**src/rtl/mem_stage_hs_pkg.sv**
```systemverilog
// Shared types for the memory stage: access sizes, exception causes, the writeback
// pass-through bundle and the bus FSM states.
package mem_pkg;

    typedef enum logic [1:0] {
        SZ_B = 2'b00,
        SZ_H = 2'b01,
        SZ_W = 2'b10,
        SZ_D = 2'b11
    } size_e;

    typedef enum logic [1:0] {
        ST_IDLE,
        ST_REQ,
        ST_WAIT,
        ST_DONE
    } state_e;

    localparam logic [3:0] EC_INSN_MISALIGN  = 4'd0;
    localparam logic [3:0] EC_LOAD_MISALIGN  = 4'd4;
    localparam logic [3:0] EC_LOAD_FAULT     = 4'd5;
    localparam logic [3:0] EC_STORE_MISALIGN = 4'd6;
    localparam logic [3:0] EC_STORE_FAULT    = 4'd7;

    // pc/next_pc/csr_data are sized for the widest supported XLEN
    typedef struct packed {
        logic [63:0] pc;
        logic [63:0] next_pc;
        logic [63:0] csr_data;
        logic [1:0]  write_select;
        logic [4:0]  rd;
        logic [11:0] csr_address;
        logic        csr_write;
        logic        mret;
        logic        wfi;
    } wb_info_t;

    function automatic logic addr_aligned(input size_e sz, input logic [2:0] a, input logic wide);
        case (sz)
            SZ_B:    return 1'b1;
            SZ_H:    return a[0] == 1'b0;
            SZ_W:    return a[1:0] == 2'b00;
            default: return wide && (a == 3'b000);
        endcase
    endfunction

endpackage

```
**src/rtl/mem_stage_hs_if.sv**
```systemverilog
// Request/grant + response data bus between the memory stage (master) and memory (slave).
// One outstanding transaction; fields are held stable from request until grant.
interface mem_stage_hs_if #(
    parameter int XLEN = 32
);
    logic              bus_req;
    logic              bus_we;
    logic [XLEN-1:0]   bus_addr;
    logic [XLEN/8-1:0] bus_be;
    logic [XLEN-1:0]   bus_wdata;
    logic              bus_gnt;
    logic              bus_rvalid;
    logic              bus_err;
    logic [XLEN-1:0]   bus_rdata;

    modport master (
        output bus_req, bus_we, bus_addr, bus_be, bus_wdata,
        input  bus_gnt, bus_rvalid, bus_err, bus_rdata
    );

    modport slave (
        input  bus_req, bus_we, bus_addr, bus_be, bus_wdata,
        output bus_gnt, bus_rvalid, bus_err, bus_rdata
    );
endinterface

```
**src/rtl/mem_stage_hs_load_align.sv**
```systemverilog
// Load data alignment: shift raw bus data down to its byte lane, then sign/zero-extend.
// Purely combinational, no backpressure.
module load_align
    import mem_pkg::*;
#(
    parameter  int XLEN   = 32,
    localparam int LANE_W = $clog2(XLEN/8)
) (
    input  logic [XLEN-1:0]   rdata_i,
    input  logic [LANE_W-1:0] lane_i,
    input  size_e             size_i,
    input  logic              signed_i,
    output logic [XLEN-1:0]   data_o
);
    logic [XLEN-1:0] shifted;
    logic [XLEN-1:0] keep_mask;
    logic            sign_bit;

    assign shifted = rdata_i >> {lane_i, 3'b000};

    always_comb begin
        keep_mask = '1;
        sign_bit  = shifted[XLEN-1];
        case (size_i)
            SZ_B: begin keep_mask = XLEN'(8'hFF);         sign_bit = shifted[7];  end
            SZ_H: begin keep_mask = XLEN'(16'hFFFF);      sign_bit = shifted[15]; end
            SZ_W: begin keep_mask = XLEN'(32'hFFFF_FFFF); sign_bit = shifted[31]; end
            default: ;
        endcase
    end

    assign data_o = (shifted & keep_mask) | ({XLEN{signed_i & sign_bit}} & ~keep_mask);

endmodule

```
**src/rtl/mem_stage_hs.sv**
```systemverilog
// Execute->writeback memory stage on a req/gnt bus; plain slots take 1 cycle, memory ops 2+ (gnt/rvalid waits add).
// Raises busy while a transaction is in flight; stall_in freezes writeback (DONE holds a captured response).
module mem_stage_hs
    import mem_pkg::*;
#(
    parameter int XLEN = 32,
    parameter int WB_W = $bits(wb_info_t)
) (
    input  logic              clk,
    input  logic              rst_n,
    input  logic              valid_in,
    input  logic              exception_in,
    input  logic [3:0]        ecause_in,
    input  logic [XLEN-1:0]   alu_data_in,
    input  logic [XLEN-1:0]   rs2_data_in,
    input  logic              branch_taken_in,
    input  logic              load_in,
    input  logic              store_in,
    input  logic              signed_in,
    input  logic [1:0]        size_in,
    input  logic [WB_W-1:0]   wb_info_in,
    input  logic              stall_in,
    input  logic              invalidate,
    output logic              busy,
    output logic              branch_taken,
    output logic [XLEN-1:0]   branch_address,
    mem_stage_hs_if.master    bus,
    output logic              valid_out,
    output logic              exception_out,
    output logic [3:0]        ecause_out,
    output logic [XLEN-1:0]   alu_data_out,
    output logic [XLEN-1:0]   load_data_out,
    output logic [WB_W-1:0]   wb_info_out
);
    localparam int BE_W   = XLEN/8;
    localparam int LANE_W = $clog2(BE_W);

    state_e            state_q, state_d;
    logic              killed_q, killed_d;
    logic [XLEN-1:0]   addr_q, wdata_q, rsp_data_q;
    logic [BE_W-1:0]   be_q;
    logic              we_q, signed_q, rsp_err_q;
    size_e             size_q;

    logic              valid_q, valid_d, exc_q, exc_d;
    logic [3:0]        ecause_q, ecause_d;
    logic [XLEN-1:0]   alu_q, alu_d, ld_q, ld_d;
    logic [WB_W-1:0]   wbinfo_q, wbinfo_d;

    size_e             size_c;
    logic [LANE_W-1:0] lane_c;
    logic [BE_W-1:0]   be_c;
    logic [XLEN-1:0]   wdata_c, ld_aligned, rsp_data;
    logic              live, br_mis, is_mem, aligned, mis_mem, mem_op;
    logic              in_flight, rsp_done, kill_now, wb_fire, rsp_err;

    assign size_c   = size_e'(size_in);
    assign lane_c   = alu_data_in[LANE_W-1:0];
    assign live     = valid_in && !invalidate && !exception_in;
    assign br_mis   = live && branch_taken_in && (alu_data_in[1:0] != 2'b00);
    assign is_mem   = load_in || store_in;
    assign aligned  = addr_aligned(size_c, alu_data_in[2:0], XLEN == 64);
    assign mis_mem  = live && is_mem && !aligned;
    assign mem_op   = live && is_mem && aligned;

    assign in_flight = (state_q == ST_REQ) || (state_q == ST_WAIT);
    assign rsp_done  = (state_q == ST_WAIT) && bus.bus_rvalid;
    // an invalidate landing mid-transaction must also kill a response completing this cycle
    assign kill_now  = killed_q || (invalidate && in_flight);
    assign wb_fire   = !stall_in && (((state_q == ST_IDLE) && !mem_op) || rsp_done || (state_q == ST_DONE));
    assign rsp_err   = rsp_done ? bus.bus_err : rsp_err_q;
    assign rsp_data  = rsp_done ? ld_aligned : rsp_data_q;

    assign branch_taken   = rst_n && live && branch_taken_in && !br_mis;
    assign branch_address = alu_data_in;
    // busy is held through a killed drain so no younger slot slips in behind the bus
    assign busy = rst_n && ((((mem_op || in_flight) && !(rsp_done && !stall_in)) && (state_q != ST_DONE))
                            || ((state_q == ST_DONE) && stall_in));

    always_comb begin : bus_fields
        be_c    = BE_W'(8'hFF) << lane_c;
        wdata_c = rs2_data_in;
        case (size_c)
            SZ_B: begin be_c = BE_W'(8'h01) << lane_c; wdata_c = {(XLEN/8){rs2_data_in[7:0]}};   end
            SZ_H: begin be_c = BE_W'(8'h03) << lane_c; wdata_c = {(XLEN/16){rs2_data_in[15:0]}}; end
            SZ_W: begin be_c = BE_W'(8'h0F) << lane_c; wdata_c = {(XLEN/32){rs2_data_in[31:0]}}; end
            default: ;
        endcase
    end

    assign bus.bus_req   = rst_n && ((state_q == ST_IDLE) ? mem_op : (state_q == ST_REQ));
    assign bus.bus_we    = (state_q == ST_REQ) ? we_q    : store_in;
    assign bus.bus_addr  = (state_q == ST_REQ) ? addr_q  : alu_data_in;
    assign bus.bus_be    = (state_q == ST_REQ) ? be_q    : be_c;
    assign bus.bus_wdata = (state_q == ST_REQ) ? wdata_q : wdata_c;

    load_align #(.XLEN(XLEN)) u_load_align (
        .rdata_i  (bus.bus_rdata),
        .lane_i   (addr_q[LANE_W-1:0]),
        .size_i   (size_q),
        .signed_i (signed_q),
        .data_o   (ld_aligned)
    );

    always_comb begin : fsm_next
        state_d  = state_q;
        killed_d = killed_q || (invalidate && in_flight);
        case (state_q)
            ST_IDLE: if (mem_op)          state_d = bus.bus_gnt ? ST_WAIT : ST_REQ;
            ST_REQ:  if (bus.bus_gnt)     state_d = ST_WAIT;
            ST_WAIT: if (bus.bus_rvalid)  state_d = stall_in ? ST_DONE : ST_IDLE;
            default: if (!stall_in)       state_d = ST_IDLE;
        endcase
        if (state_d == ST_IDLE) killed_d = 1'b0;
    end

    always_comb begin : wb_next
        valid_d  = 1'b0;
        exc_d    = 1'b0;
        ecause_d = ecause_q;
        alu_d    = alu_q;
        ld_d     = ld_q;
        wbinfo_d = wbinfo_q;
        if (wb_fire) begin
            wbinfo_d = wb_info_in;
            if (state_q == ST_IDLE) begin
                valid_d = valid_in && !invalidate;
                exc_d   = valid_d && (exception_in || br_mis || mis_mem);
                alu_d   = alu_data_in;
                ld_d    = '0;
                if (exception_in)  ecause_d = ecause_in;
                else if (mis_mem)  ecause_d = load_in ? EC_LOAD_MISALIGN : EC_STORE_MISALIGN;
                else               ecause_d = EC_INSN_MISALIGN;
            end else begin
                valid_d  = !kill_now;
                exc_d    = valid_d && rsp_err;
                alu_d    = addr_q;
                ld_d     = rsp_err ? '0 : rsp_data;
                ecause_d = !rsp_err ? 4'd0 : (we_q ? EC_STORE_FAULT : EC_LOAD_FAULT);
            end
        end
    end

    always_ff @(posedge clk or negedge rst_n) begin
        if (!rst_n) begin
            state_q    <= ST_IDLE;
            killed_q   <= 1'b0;
            addr_q     <= '0;
            wdata_q    <= '0;
            be_q       <= '0;
            we_q       <= 1'b0;
            size_q     <= SZ_B;
            signed_q   <= 1'b0;
            rsp_data_q <= '0;
            rsp_err_q  <= 1'b0;
            valid_q    <= 1'b0;
            exc_q      <= 1'b0;
            ecause_q   <= '0;
            alu_q      <= '0;
            ld_q       <= '0;
            wbinfo_q   <= '0;
        end else begin
            state_q  <= state_d;
            killed_q <= killed_d;
            if (state_q == ST_IDLE) begin
                addr_q   <= alu_data_in;
                wdata_q  <= wdata_c;
                be_q     <= be_c;
                we_q     <= store_in;
                size_q   <= size_c;
                signed_q <= signed_in;
            end
            if (rsp_done) begin
                rsp_data_q <= ld_aligned;
                rsp_err_q  <= bus.bus_err;
            end
            valid_q  <= valid_d;
            exc_q    <= exc_d;
            ecause_q <= ecause_d;
            alu_q    <= alu_d;
            ld_q     <= ld_d;
            wbinfo_q <= wbinfo_d;
        end
    end

    assign valid_out     = valid_q;
    assign exception_out = exc_q;
    assign ecause_out    = ecause_q;
    assign alu_data_out  = alu_q;
    assign load_data_out = ld_q;
    assign wb_info_out   = wbinfo_q;

endmodule

```
**src/flat_wrapper.sv**
```systemverilog
// flat-port wrapper written by rule: the top's interface ports become plain ports
module mem_stage_hs_flat import mem_pkg::*;
#(
    parameter int XLEN = 32,
    parameter int WB_W = $bits(wb_info_t)
)
  (clk, rst_n, valid_in, exception_in, ecause_in, alu_data_in, rs2_data_in, branch_taken_in, load_in, store_in, signed_in, size_in, wb_info_in, stall_in, invalidate, busy, branch_taken, branch_address, valid_out, exception_out, ecause_out, alu_data_out, load_data_out, wb_info_out, bus_bus_req, bus_bus_we, bus_bus_addr, bus_bus_be, bus_bus_wdata, bus_bus_gnt, bus_bus_rvalid, bus_bus_err, bus_bus_rdata);
  mem_stage_hs_if #(.XLEN(XLEN)) bus_i ();
  input  logic clk;
  input  logic rst_n;
  input  logic valid_in;
  input  logic exception_in;
  input  logic [3:0] ecause_in;
  input  logic [XLEN-1:0] alu_data_in;
  input  logic [XLEN-1:0] rs2_data_in;
  input  logic branch_taken_in;
  input  logic load_in;
  input  logic store_in;
  input  logic signed_in;
  input  logic [1:0] size_in;
  input  logic [WB_W-1:0] wb_info_in;
  input  logic stall_in;
  input  logic invalidate;
  output logic busy;
  output logic branch_taken;
  output logic [XLEN-1:0] branch_address;
  output logic valid_out;
  output logic exception_out;
  output logic [3:0] ecause_out;
  output logic [XLEN-1:0] alu_data_out;
  output logic [XLEN-1:0] load_data_out;
  output logic [WB_W-1:0] wb_info_out;
  output wire logic [$bits(bus_i.bus_req)-1:0] bus_bus_req;
  output wire logic [$bits(bus_i.bus_we)-1:0] bus_bus_we;
  output wire logic [$bits(bus_i.bus_addr)-1:0] bus_bus_addr;
  output wire logic [$bits(bus_i.bus_be)-1:0] bus_bus_be;
  output wire logic [$bits(bus_i.bus_wdata)-1:0] bus_bus_wdata;
  input wire logic [$bits(bus_i.bus_gnt)-1:0] bus_bus_gnt;
  input wire logic [$bits(bus_i.bus_rvalid)-1:0] bus_bus_rvalid;
  input wire logic [$bits(bus_i.bus_err)-1:0] bus_bus_err;
  input wire logic [$bits(bus_i.bus_rdata)-1:0] bus_bus_rdata;
  assign bus_bus_req = bus_i.bus_req;
  assign bus_bus_we = bus_i.bus_we;
  assign bus_bus_addr = bus_i.bus_addr;
  assign bus_bus_be = bus_i.bus_be;
  assign bus_bus_wdata = bus_i.bus_wdata;
  assign bus_i.bus_gnt = bus_bus_gnt;
  assign bus_i.bus_rvalid = bus_bus_rvalid;
  assign bus_i.bus_err = bus_bus_err;
  assign bus_i.bus_rdata = bus_bus_rdata;
  mem_stage_hs #(.XLEN(XLEN), .WB_W(WB_W)) u_core (.clk(clk), .rst_n(rst_n), .valid_in(valid_in), .exception_in(exception_in), .ecause_in(ecause_in), .alu_data_in(alu_data_in), .rs2_data_in(rs2_data_in), .branch_taken_in(branch_taken_in), .load_in(load_in), .store_in(store_in), .signed_in(signed_in), .size_in(size_in), .wb_info_in(wb_info_in), .stall_in(stall_in), .invalidate(invalidate), .busy(busy), .branch_taken(branch_taken), .branch_address(branch_address), .bus(bus_i), .valid_out(valid_out), .exception_out(exception_out), .ecause_out(ecause_out), .alu_data_out(alu_data_out), .load_data_out(load_data_out), .wb_info_out(wb_info_out));
endmodule
```
**config.mk**
```make
export PLATFORM = sky130hd
export DESIGN_NAME = mem_stage_hs_flat
export DESIGN_NICKNAME = d
export VERILOG_FILES = /design/src/rtl/mem_stage_hs_pkg.sv /design/src/rtl/mem_stage_hs_if.sv /design/src/rtl/mem_stage_hs_load_align.sv /design/src/rtl/mem_stage_hs.sv /design/src/flat_wrapper.sv
export SDC_FILE = /design/constraint.sdc
export NUM_CORES = 1
export LEC_CHECK = 0
export BUFFER_PORTS_ARGS = -buffer_cell sky130_fd_sc_hd__clkbuf_2
export CORE_AREA = 2 2 279 281
export DETAILED_ROUTE_END_ITERATION = 6
export DIE_AREA = 0 0 281 283
export SETUP_SLACK_MARGIN = 0.02
export SLEW_MARGIN = 20
export SYNTH_ARGS = -nofsm -noshare
export SYNTH_HDL_FRONTEND = slang
export SYNTH_SLANG_ARGS = --single-unit
```
**constraint.sdc**
```tcl
create_clock -name clk -period 6.7 [get_ports clk]
set_input_delay 0.335 -clock clk [delete_from_list [all_inputs] [get_ports clk]]
set_output_delay 0.335 -clock clk [all_outputs]
set_load 0.1 [all_outputs]
```
==> results of run 1 <==
worst max-delay path by stage:
stage | startpoint | to | cells past startpoint
2_1_floorplan | size_in[1] | bus_bus_wdata[24] | 5
3_3_place_gp | size_in[1] | u_core.wb_info_out[151] | 7
3_5_place_dp | size_in[1] | u_core.wb_info_out[151] | 7
4_1_cts | u_core.state_q[1] | bus_bus_addr[5] | 5
5_1_grt | u_core.state_q[0] | u_core.wb_info_out[151] | 6
6_report | u_core.state_q[0] | u_core.wb_info_out[151] | 6
synth_stat cells, types with 4 or more instances:
cell type	n
dfrtp_1	392
mux2_1	200
mux2_2	198
mux2i_1	35
buf_4	33
a22o_1	32
nand2_1	32
o21ai_0	31
clkbuf_1	29
a21oi_1	28
nor2_1	26
a221o_1	24
buf_6	22
buf_2	14
inv_1	14
buf_1	8
nor2b_1	6
ha_1	4
nor3_1	4
routing by layer:
metal / routed length [um] / track usage, % / vias up
met2: 27600 / 23.4 / 516
met5: 11 / 0 / -
met1: 21900 / 15.6 / 6721
li1: - / - / 5939
met3: 3400 / 3.11 / 134
met4: 2130 / 5.56 / 2
critical path, cell delays in order, from the launching register on:
cell,delay [ns]
dfrtp_1,0.45
inv_1,0.19
ha_4,0.59
nand2_1,0.23
a21oi_4,0.42
buf_12,0.50
mux2_2,0.43
repair_timing:
action / 4_1_cts / 5_1_grt
hold buffers: 210 / 0
endpoints found under the hold margin: 281 / 0
gates resized for setup: 0 / 0
through the flow:
step | setup slack, ns | area [um^2] | util (%)
after global routing | 3.26 | 24900 | 32.5
after detailed placement | 3.39 | 21200 | 27.6
after global placement | 3.48 | 21200 | 27.6
after CTS | 3.42 | 24900 | 32.4
after floorplan | 2.90 | 16800 | -
final | 3.44 | 24900 | 32.5
layout make-up:
type | instances | share of cell area, %
diodes | 3 | 0.0302
clock buffers | 68 | 5.61
clock inverters | 15 | 0.754
inverters | 15 | 0.226
multi-input cells | 655 | 25.4
flip-flops and latches | 392 | 39.4
well taps | 1040 | 5.23
repair buffers | 938 | 23.4
cells by family after synthesis:
family	Yosys count
adder cells (fa/ha/maj)	4
AND/OR/NAND/NOR	86
multiplexers	434
AO/OA/AOI/OAI	131
flip-flops	392
buffers and inverters	122
sequential cells by signal, indices dropped and copies added (netlist names), 2 cells and up:
name	cells
u_core.wdata_q	32
u_core.rsp_data_q	32
u_core.load_data_out	32
u_core.ecause_out	4
u_core.state_q	2
u_core.size_q	2
u_core.alu_data_out	32
u_core.wb_info_out	214
u_core.addr_q	32
u_core.be_q	4
==> reports/results.tsv, run 1 <==
metric	value	unit
status	finished clean	
top_reg_cell synth	dfrtp_1	
clk_lat worst skew	0.56	ns
Root Buffer	clkbuf_16	
die area	79500	um^2
Max-slew headroom	32.0	%
core area	76700	um^2
Final min period	3.26	ns
fraction of final layout cells with drive strength greater than 1	48.6	%
CTS tree	done	
Hold Fails Final Rpt	0	
most frequent cells in the layout	clkbuf_2 (715), dfrtp_1 (392), dlygate4sd3_1 (210)	
initial antenna violation count	4	
total track usage	13.4	%
vias in the first global route	14200	
Synth Area in Adders	0.297	%
Clock Path Buffers	3	
io pins	717	
post-synthesis compound-gate area fraction	5.65	%
Via density	4.26	
first-pass GRT wire length	83.8	mm
drt pass-1 iters	6	
post-synthesis xor/xnor area fraction	0	%
Cells on Worst Hold Path	2	
Cell Count Post-Placement	2830	
Yosys cell types	44	
routed vias	13300	
Initial Utilization	22.0	%
#FFs+latches synth	392	
Avg Cell Area, Syn	14.4	um^2
r2r worst-path depth	6	
final max-slew violation count	0	
hold worst-path end	u_core.wb_info_out[28]	
max cap viols	0	
Clock transition at path regs	0.06	ns
grt total ovfl	0	
WS Path Type	flop to flop	
area delta synth->final	47.8	%
post-synth top area share	58.2	%
DRC	0	
RSZ-0062 raised after global routing	no	
CP arrival	3.70	ns
Chip Width	281	um
syn nets	1502	
nets	2381	
final hold slack	0.0504	ns
final setup fails	0	
FF+latch area	9810	um^2
fin crit share	48.6	%
synth top area cells	dfrtp_1 (58%), mux2_1 (13%), mux2_2 (13%), mux2i_1 (2.1%), a22o_1 (1.7%)	
reg-to-reg endpoint	u_core.wb_info_out[151]	
largest family of logic cells by synthesized area	multiplexers	
initial drt markers	540	
TritonCTS Buffers	46	
number of synthesized flops with an enable pin	0	
Sink Count	392	
CP max FO	149	
hold_sp	wb_info_in[28]	
Synth Cell Area	16800	um^2
synthesized netlist cell count	1169	
post-synthesis sequential area ratio	58.2	%
Reg2Reg Setup Slack	3.44	ns
Buffers on Ports	716	
portion of netlist area occupied by mux cells	28.8	%
YS warnings	0	
Die Y	283	um
worst hold path type	input port to flop	
Setup TNS Final	0	ns
CTS HTree Levels	2	
cell taking the most area after synthesis	dfrtp_1	
ys async rst share	100	%
GP Congestion	0.873	
postcts setup bufs	0	
Simple-Gate Fraction of Synth Area	2.43	%
Wirelength per Cell	17.6	um
Worst setup SP type	flop	
area of the multi-input gates	6310	um^2
# fillers	7565	
Routed WL	55.1	mm
Worst setup EP type	flop	
leading cell type in the layout, fill and taps excluded	clkbuf_2	
worst-margin pin slew	1.02	ns
Worst Clk Skew	0.0173	ns
hpwl dp	39.4	mm
fin cells	3126	
Detail Route Antenna Nets	0	
Core Rows	102	
highest clock rate	0.307	GHz
largest net degree at the start of global routing	155	
CP required	7.14	ns
R2R Path Start	u_core.state_q[0]	
Power of run 1 is left out: the tool's default activity adds up to more than one toggle a clock period on the data nets, which glitch-free logic cannot reach.
==> inputs of run 2 (changes only) <==
--- a/config.mk
+++ b/config.mk
@@ -5,10 +5,11 @@
 export SDC_FILE = /design/constraint.sdc
 export NUM_CORES = 1
 export LEC_CHECK = 0
+export ABC_AREA = 1
 export BUFFER_PORTS_ARGS = -buffer_cell sky130_fd_sc_hd__clkbuf_2
-export CORE_AREA = 2 2 279 281
+export CORE_AREA = 2 2 282 284
 export DETAILED_ROUTE_END_ITERATION = 6
-export DIE_AREA = 0 0 281 283
+export DIE_AREA = 0 0 284 286
 export SETUP_SLACK_MARGIN = 0.02
 export SLEW_MARGIN = 20
 export SYNTH_ARGS = -nofsm -noshare
==> constraint.sdc (replaced) <==
create_clock -name clk -period 2.7 [get_ports clk]
set_input_delay 0.135 -clock clk [delete_from_list [all_inputs] [get_ports clk]]
set_output_delay 0.135 -clock clk [all_outputs]
set_load 0.1 [all_outputs]
==> reports/results.tsv, run 2 <==
metric	value	unit	change
post-synth top area share	57.2	%	-1.0 points
total track usage	15.6	%	+2.2 points
Buffers on Ports	716		unchanged
Hold Fails Final Rpt	0		unchanged
fraction of final layout cells with drive strength greater than 1	28.0	%	-21 points
RSZ-0062 raised after global routing	no		
postcts setup bufs	0		unchanged
first-pass GRT wire length	100	mm	+20%
Detail Route Antenna Nets	0		unchanged
initial drt markers	992		+84%
portion of netlist area occupied by mux cells	0	%	-29 points
WS Path Type	flop to output pin		
Simple-Gate Fraction of Synth Area	26.1	%	+24 points
CP max FO	62		-58%
die area	81200	um^2	+2.1%
max cap viols	0		unchanged
worst-margin pin slew	1.01	ns	-0.0107 ns
syn nets	2427		+62%
synth top area cells	dfrtp_1 (57%), nand2_1 (23%), o21ai_0 (5.2%), buf_4 (2.6%), inv_1 (2.3%)		
design area	27600	um^2	+11%
leading cell type in the layout, fill and taps excluded	nand2_1		
TritonCTS Buffers	48		+4.3%
initial antenna violation count	3		-1
Final min period	2.47	ns	
fin crit share	91.6	%	
Worst setup EP type	output pin		
YS warnings	0		unchanged
Synth Area in Adders	0.292	%	-0.0051 points
Avg Cell Area, Syn	8.18	um^2	-43%
number of synthesized flops with an enable pin	0		unchanged
Clock transition at path regs	0.06	ns	about the same
Chip Width	284	um	+1.1%
Routed WL	66.1	mm	+20%
Sink Count	392		unchanged
top_reg_cell synth	dfrtp_1		
most common cell in the synthesized netlist	nand2_1		
CP arrival	2.34	ns	-1.36 ns
area delta synth->final	61.2	%	
CTS tree	done		
Clock Path Buffers	3		unchanged
cell taking the most area after synthesis	dfrtp_1		
Worst Clk Skew	0.0402	ns	+0.0228 ns
Worst setup SP type	flop		
ys async rst share	100	%	unchanged
CTS HTree Levels	2		unchanged
highest clock rate	0.404	GHz	
Core Rows	103		+0.98%
core area	78400	um^2	+2.2%
CP required	2.57	ns	-4.57 ns
io pins	717		unchanged
max FFs per register	214		unchanged
vias in the first global route	17200		+21%
Synth Cell Area	17100	um^2	+1.8%
post-synthesis sequential area ratio	57.2	%	-1.0 points
DRC	0		unchanged
post-synthesis compound-gate area fraction	8.59	%	+2.9 points
Wirelength per Cell	15.9	um	-9.7%
final setup fails	0		unchanged
Root Buffer	clkbuf_16		
status	finished clean		
drt pass-1 iters	5		-1
largest net degree at the start of global routing	145		-6.5%
Synth top cells by count	nand2_1 (1052), dfrtp_1 (392), o21ai_0 (178)		
Placement Cell Area	22700	um^2	+7.1%
most frequent cells in the layout	nand2_1 (1052), clkbuf_2 (643), dfrtp_1 (392)		
clk_lat worst skew	0.59	ns	+0.03 ns
Via density	4.20		-1.4%
Yosys cell types	32		-27%
synthesized netlist cell count	2094		+79%
worst hold path type	input port to flop		
Initial Utilization	21.9	%	-0.085 points
largest family of logic cells by synthesized area	simple AND/OR/NAND/NOR gates		
GP Congestion	0.874		+0.11%
nets	3400		+43%
#FFs+latches synth	392		unchanged
final max-slew violation count	0		unchanged
grt total ovfl	0		unchanged
hpwl dp	45.9	mm	+17%
post-synthesis xor/xnor area fraction	0	%	unchanged
Die Y	286	um	+1.1%
# diodes	0		-3
Max-slew headroom	32.5	%	+0.47 points
routed vias	17400		+31%
## run 2: path summary, 6_finish.rpt
check / from / end / slack, ns / cells after the start
max reg2reg: u_core.state_q[0] / u_core.ecause_out[3] / 0.27 / 10
min: rs2_data_in[10] / u_core.wdata_q[10] / 0.05 / 5
min in group asynchronous: rst_n / u_core.wb_info_out[62] / 0.28 / 3
max in group asynchronous: rst_n / u_core.wb_info_out[67] / 1.52 / 3
min reg2reg: u_core.wb_info_out[43] / u_core.wb_info_out[43] / 0.46 / 2
max: u_core.state_q[1] / bus_bus_addr[25] / 0.23 / 7
## run 2: repair_timing
item,CTS,global route
hold buffers,315,0
gates resized for setup,0,12
hold endpoints to repair,699,0
endpoints found under the setup margin,0,28
## run 2: kinds of logic (layout without fill, tap and decap cells)
| logic type | count (synthesis) | after routing |
|---|---|---|
| simple gates | 1162 | 1162 |
| fa+ha+maj | 4 | 4 |
| flops | 392 | 392 |
| compound gates | 274 | 274 |
| buf+inv | 262 | 1273 |
## run 2: per-layer routing
layer / vias up / GRT usage, % / part of all wire [%] / wire [um]
met5: - / 0 / 0.053 / 35
met4: 6 / 6.57 / 4.2 / 2780
met3: 146 / 4.00 / 7.5 / 4950
met2: 716 / 26.1 / 48 / 31600
met1: 8142 / 19.1 / 40 / 26800
li1: 8435 / - / - / -
## run 2: worst max-delay path: stages, from the launching register on
cell and delay [ns]:
dfrtp_1 0.42, inv_1 0.13, ha_1 0.24, inv_4 0.18, buf_16 0.25, nand2_1 0.08
o21ai_1 0.18, buf_12 0.22
## run 2: layout make-up
| cell class | instances | area [um^2] |
|---|---|---|
| Clock inverter | 23 | 379 |
| Inverter | 115 | 442 |
| Timing Repair Buffer | 1070 | 8250 |
| Fill cell | 7891 | 50700 |
| Multi-Input combinational cell | 1440 | 6040 |
| Sequential cell | 392 | 9810 |
| Tap cell | 1050 | 1310 |
| Clock buffer | 65 | 1390 |
## run 2: metrics by stage
stage | setup slack [ns] | hold slack [ns] | util [%] | std cells | TNS [ns]
after global routing | 0.0314 | 0.0408 | 35.3 | 4155 | 0
after floorplan | -0.682 | -0.161 | - | 2094 | -13.60
final | 0.227 | 0.0503 | 35.3 | 4155 | 0
after CTS | 0.0547 | 0.00557 | 35.2 | 4155 | 0
after detailed placement | 0.406 | -0.00953 | 29.0 | 3752 | 0
after global placement | 0.436 | -0.0129 | 29.0 | 3752 | 0
Power of run 2 is left out for the same reason.
==> inputs of run 3 (changes only) <==
--- a/config.mk
+++ b/config.mk
@@ -7,9 +7,9 @@
 export LEC_CHECK = 0
 export ABC_AREA = 1
 export BUFFER_PORTS_ARGS = -buffer_cell sky130_fd_sc_hd__clkbuf_2
-export CORE_AREA = 2 2 282 284
+export CORE_AREA = 2 2 276 278
 export DETAILED_ROUTE_END_ITERATION = 6
-export DIE_AREA = 0 0 284 286
+export DIE_AREA = 0 0 278 280
 export SETUP_SLACK_MARGIN = 0.02
 export SLEW_MARGIN = 20
 export SYNTH_ARGS = -nofsm -noshare
==> reports/results.tsv, run 3 (synthesis results as in run 2) <==
metric	value	unit	change
status	finished clean		
grt total ovfl	0		unchanged
# fillers	7556		-4.2%
CP max-delay cell	dfrtp_1		
CP max FO	25		-60%
Reg2Reg Setup Slack	0.34	ns	+0.07 ns
Routed WL	64.9	mm	-1.9%
total track usage	16.0	%	+0.37 points
hold_sp	rs2_data_in[9]		
CP cell instances	inv_1 > ha_1 > inv_6 > buf_4 > o21ai_0 > buf_12		
Max-slew headroom	50.4	%	+18 points
Sink Count	392		unchanged
Cells on Worst Hold Path	5		unchanged
Root Buffer	clkbuf_16		
final setup fails	0		unchanged
Wirelength per Cell	16.0	um	+0.61%
drt pass-1 iters	6		+1
Die Y	280	um	-2.1%
final core occ	36.0	%	+0.73 points
die area	77800	um^2	-4.2%
initial antenna violation count	4		+1
Via density	4.29		+2.2%
Final min period	2.52	ns	+0.0489 ns
final max-slew violation count	0		unchanged
Buffers on Ports	716		unchanged
postcts setup bufs	0		unchanged
vias in the first global route	16900		-1.8%
initial drt markers	1053		+6.1%
Worst Clk Skew	0.0164	ns	-0.0238 ns
io pins	717		unchanged
leading cell type in the layout, fill and taps excluded	nand2_1		
R2R Path Start	u_core.state_q[0]		
area of the multi-input gates	6040	um^2	about the same
Worst setup EP type	output pin		
fin crit share	93.4	%	+1.8 points
max FFs per register	214		unchanged
highest clock rate	0.397	GHz	-1.9%
DRC	0		unchanged
clk_lat worst skew	0.55	ns	-0.04 ns
Chip Width	278	um	-2.1%
core area	75200	um^2	-4.0%
area delta synth->final	57.9	%	
max cap viols	0		unchanged
TritonCTS Buffers	45		-6.3%
largest net degree at the start of global routing	152		+4.8%
CTS tree	done		
GP Congestion	0.877		+0.42%
most frequent cells in the layout	nand2_1 (1052), clkbuf_2 (643), dfrtp_1 (392)		
Max stage delay on crit path	0.43	ns	about the same
CP required	2.57	ns	about the same
Initial Utilization	22.8	%	+0.92 points
hpwl dp	45.2	mm	-1.6%
worst-margin pin slew	0.745	ns	-0.264 ns
WS Path Type	flop to output pin		
CTS HTree Levels	2		unchanged
Core Rows	101		-1.9%
reg-to-reg endpoint	u_core.load_data_out[3]		
hold worst-path end	u_core.wdata_q[9]		
fraction of final layout cells with drive strength greater than 1	27.7	%	-0.29 points
Clock Path Buffers	3		unchanged
critical path's top delay family	buffers and inverters		
Worst setup SP type	flop		
routed vias	17400		-0.30%
first-pass GRT wire length	98.4	mm	-2.0%
worst hold path type	input port to flop		
nets	3378		-0.65%
Buf/Inv on CP	4		unchanged
Clock transition at path regs	0.06	ns	about the same
CP arrival	2.39	ns	+0.05 ns
RSZ-0062 raised after global routing	no		
Hold Fails Final Rpt	0		unchanged
r2r worst-path depth	10		unchanged
Detail Route Antenna Nets	0		unchanged
FF+latch area	9810	um^2	unchanged
[run 3: cell types whose count changed in the layout (fill, tap and decap cells not counted), moves of 2 or more]
cell	before	now
buf_4	29	27
bufinv_16	9	5
clkbuf_16	49	45
diode_2	0	2
dlygate4sd3_1	315	299
o21ai_0	121	129
o21ai_1	72	65
[run 3: area by class of cell]
type	instances	share of cell area [%]
diodes	2	0.0185
well taps	978	4.52
repair buffers	1051	29.8
inverters	115	1.64
flip-flops and latches	392	36.3
multi-input cells	1440	22.3
clock buffers	61	4.75
clock inverters	13	0.740
[run 3: how the worst max path moves through the flow]
stage                          endpoint  depth (start not counted)         startpoint
6_report                  bus_bus_be[1]                          6  u_core.state_q[1]
5_1_grt                   bus_bus_be[1]                          6  u_core.state_q[1]
4_1_cts                   bus_bus_be[1]                          6  u_core.state_q[1]
3_5_place_dp   u_core.load_data_out[29]                         11  u_core.state_q[0]
3_3_place_gp   u_core.load_data_out[19]                         11  u_core.state_q[0]
2_1_floorplan          bus_bus_addr[29]                          6  u_core.state_q[1]
[run 3: tightest hold or removal path: cells and delay by family]
kind                   cells  cell delay [ns]
AO/OA/AOI/OAI              2             0.20
buffers and inverters      2             0.14
AND/OR/NAND/NOR            1             0.08
[run 3: repair_timing]
item | 4_1_cts | 5_1_grt
resized for setup | 1 | 1
endpoints found under the setup margin | 3 | 1
cloned | 0 | 0
endpoints found under the hold margin | 651 | 0
hold buffers | 299 | 0
[run 3: metal layers]
| metal | track usage [%] | wire length [um] |
|---|---|---|
| met4 | 5.90 | 2390 |
| met5 | 0 | 13 |
| met1 | 20.1 | 26800 |
| met3 | 3.68 | 4390 |
| met2 | 26.7 | 31300 |
[run 3: through the flow]
stage / instances / hold WS [ns] / instance area, um^2 / setup WS, ns / setup TNS, ns
CTS: 4050 / 0.00468 / 27000 / 0.124 / 0
global placement: 3677 / 0.0317 / 22600 / 0.405 / 0
detailed placement: 3677 / 0.0300 / 22600 / 0.374 / 0
finish: 4052 / 0.0474 / 27100 / 0.178 / 0
floorplan: 2094 / -0.161 / 17200 / -0.682 / -13.60
global route: 4052 / 0.0342 / 27100 / 0.0276 / 0
Power of run 3 is left out for the same reason.
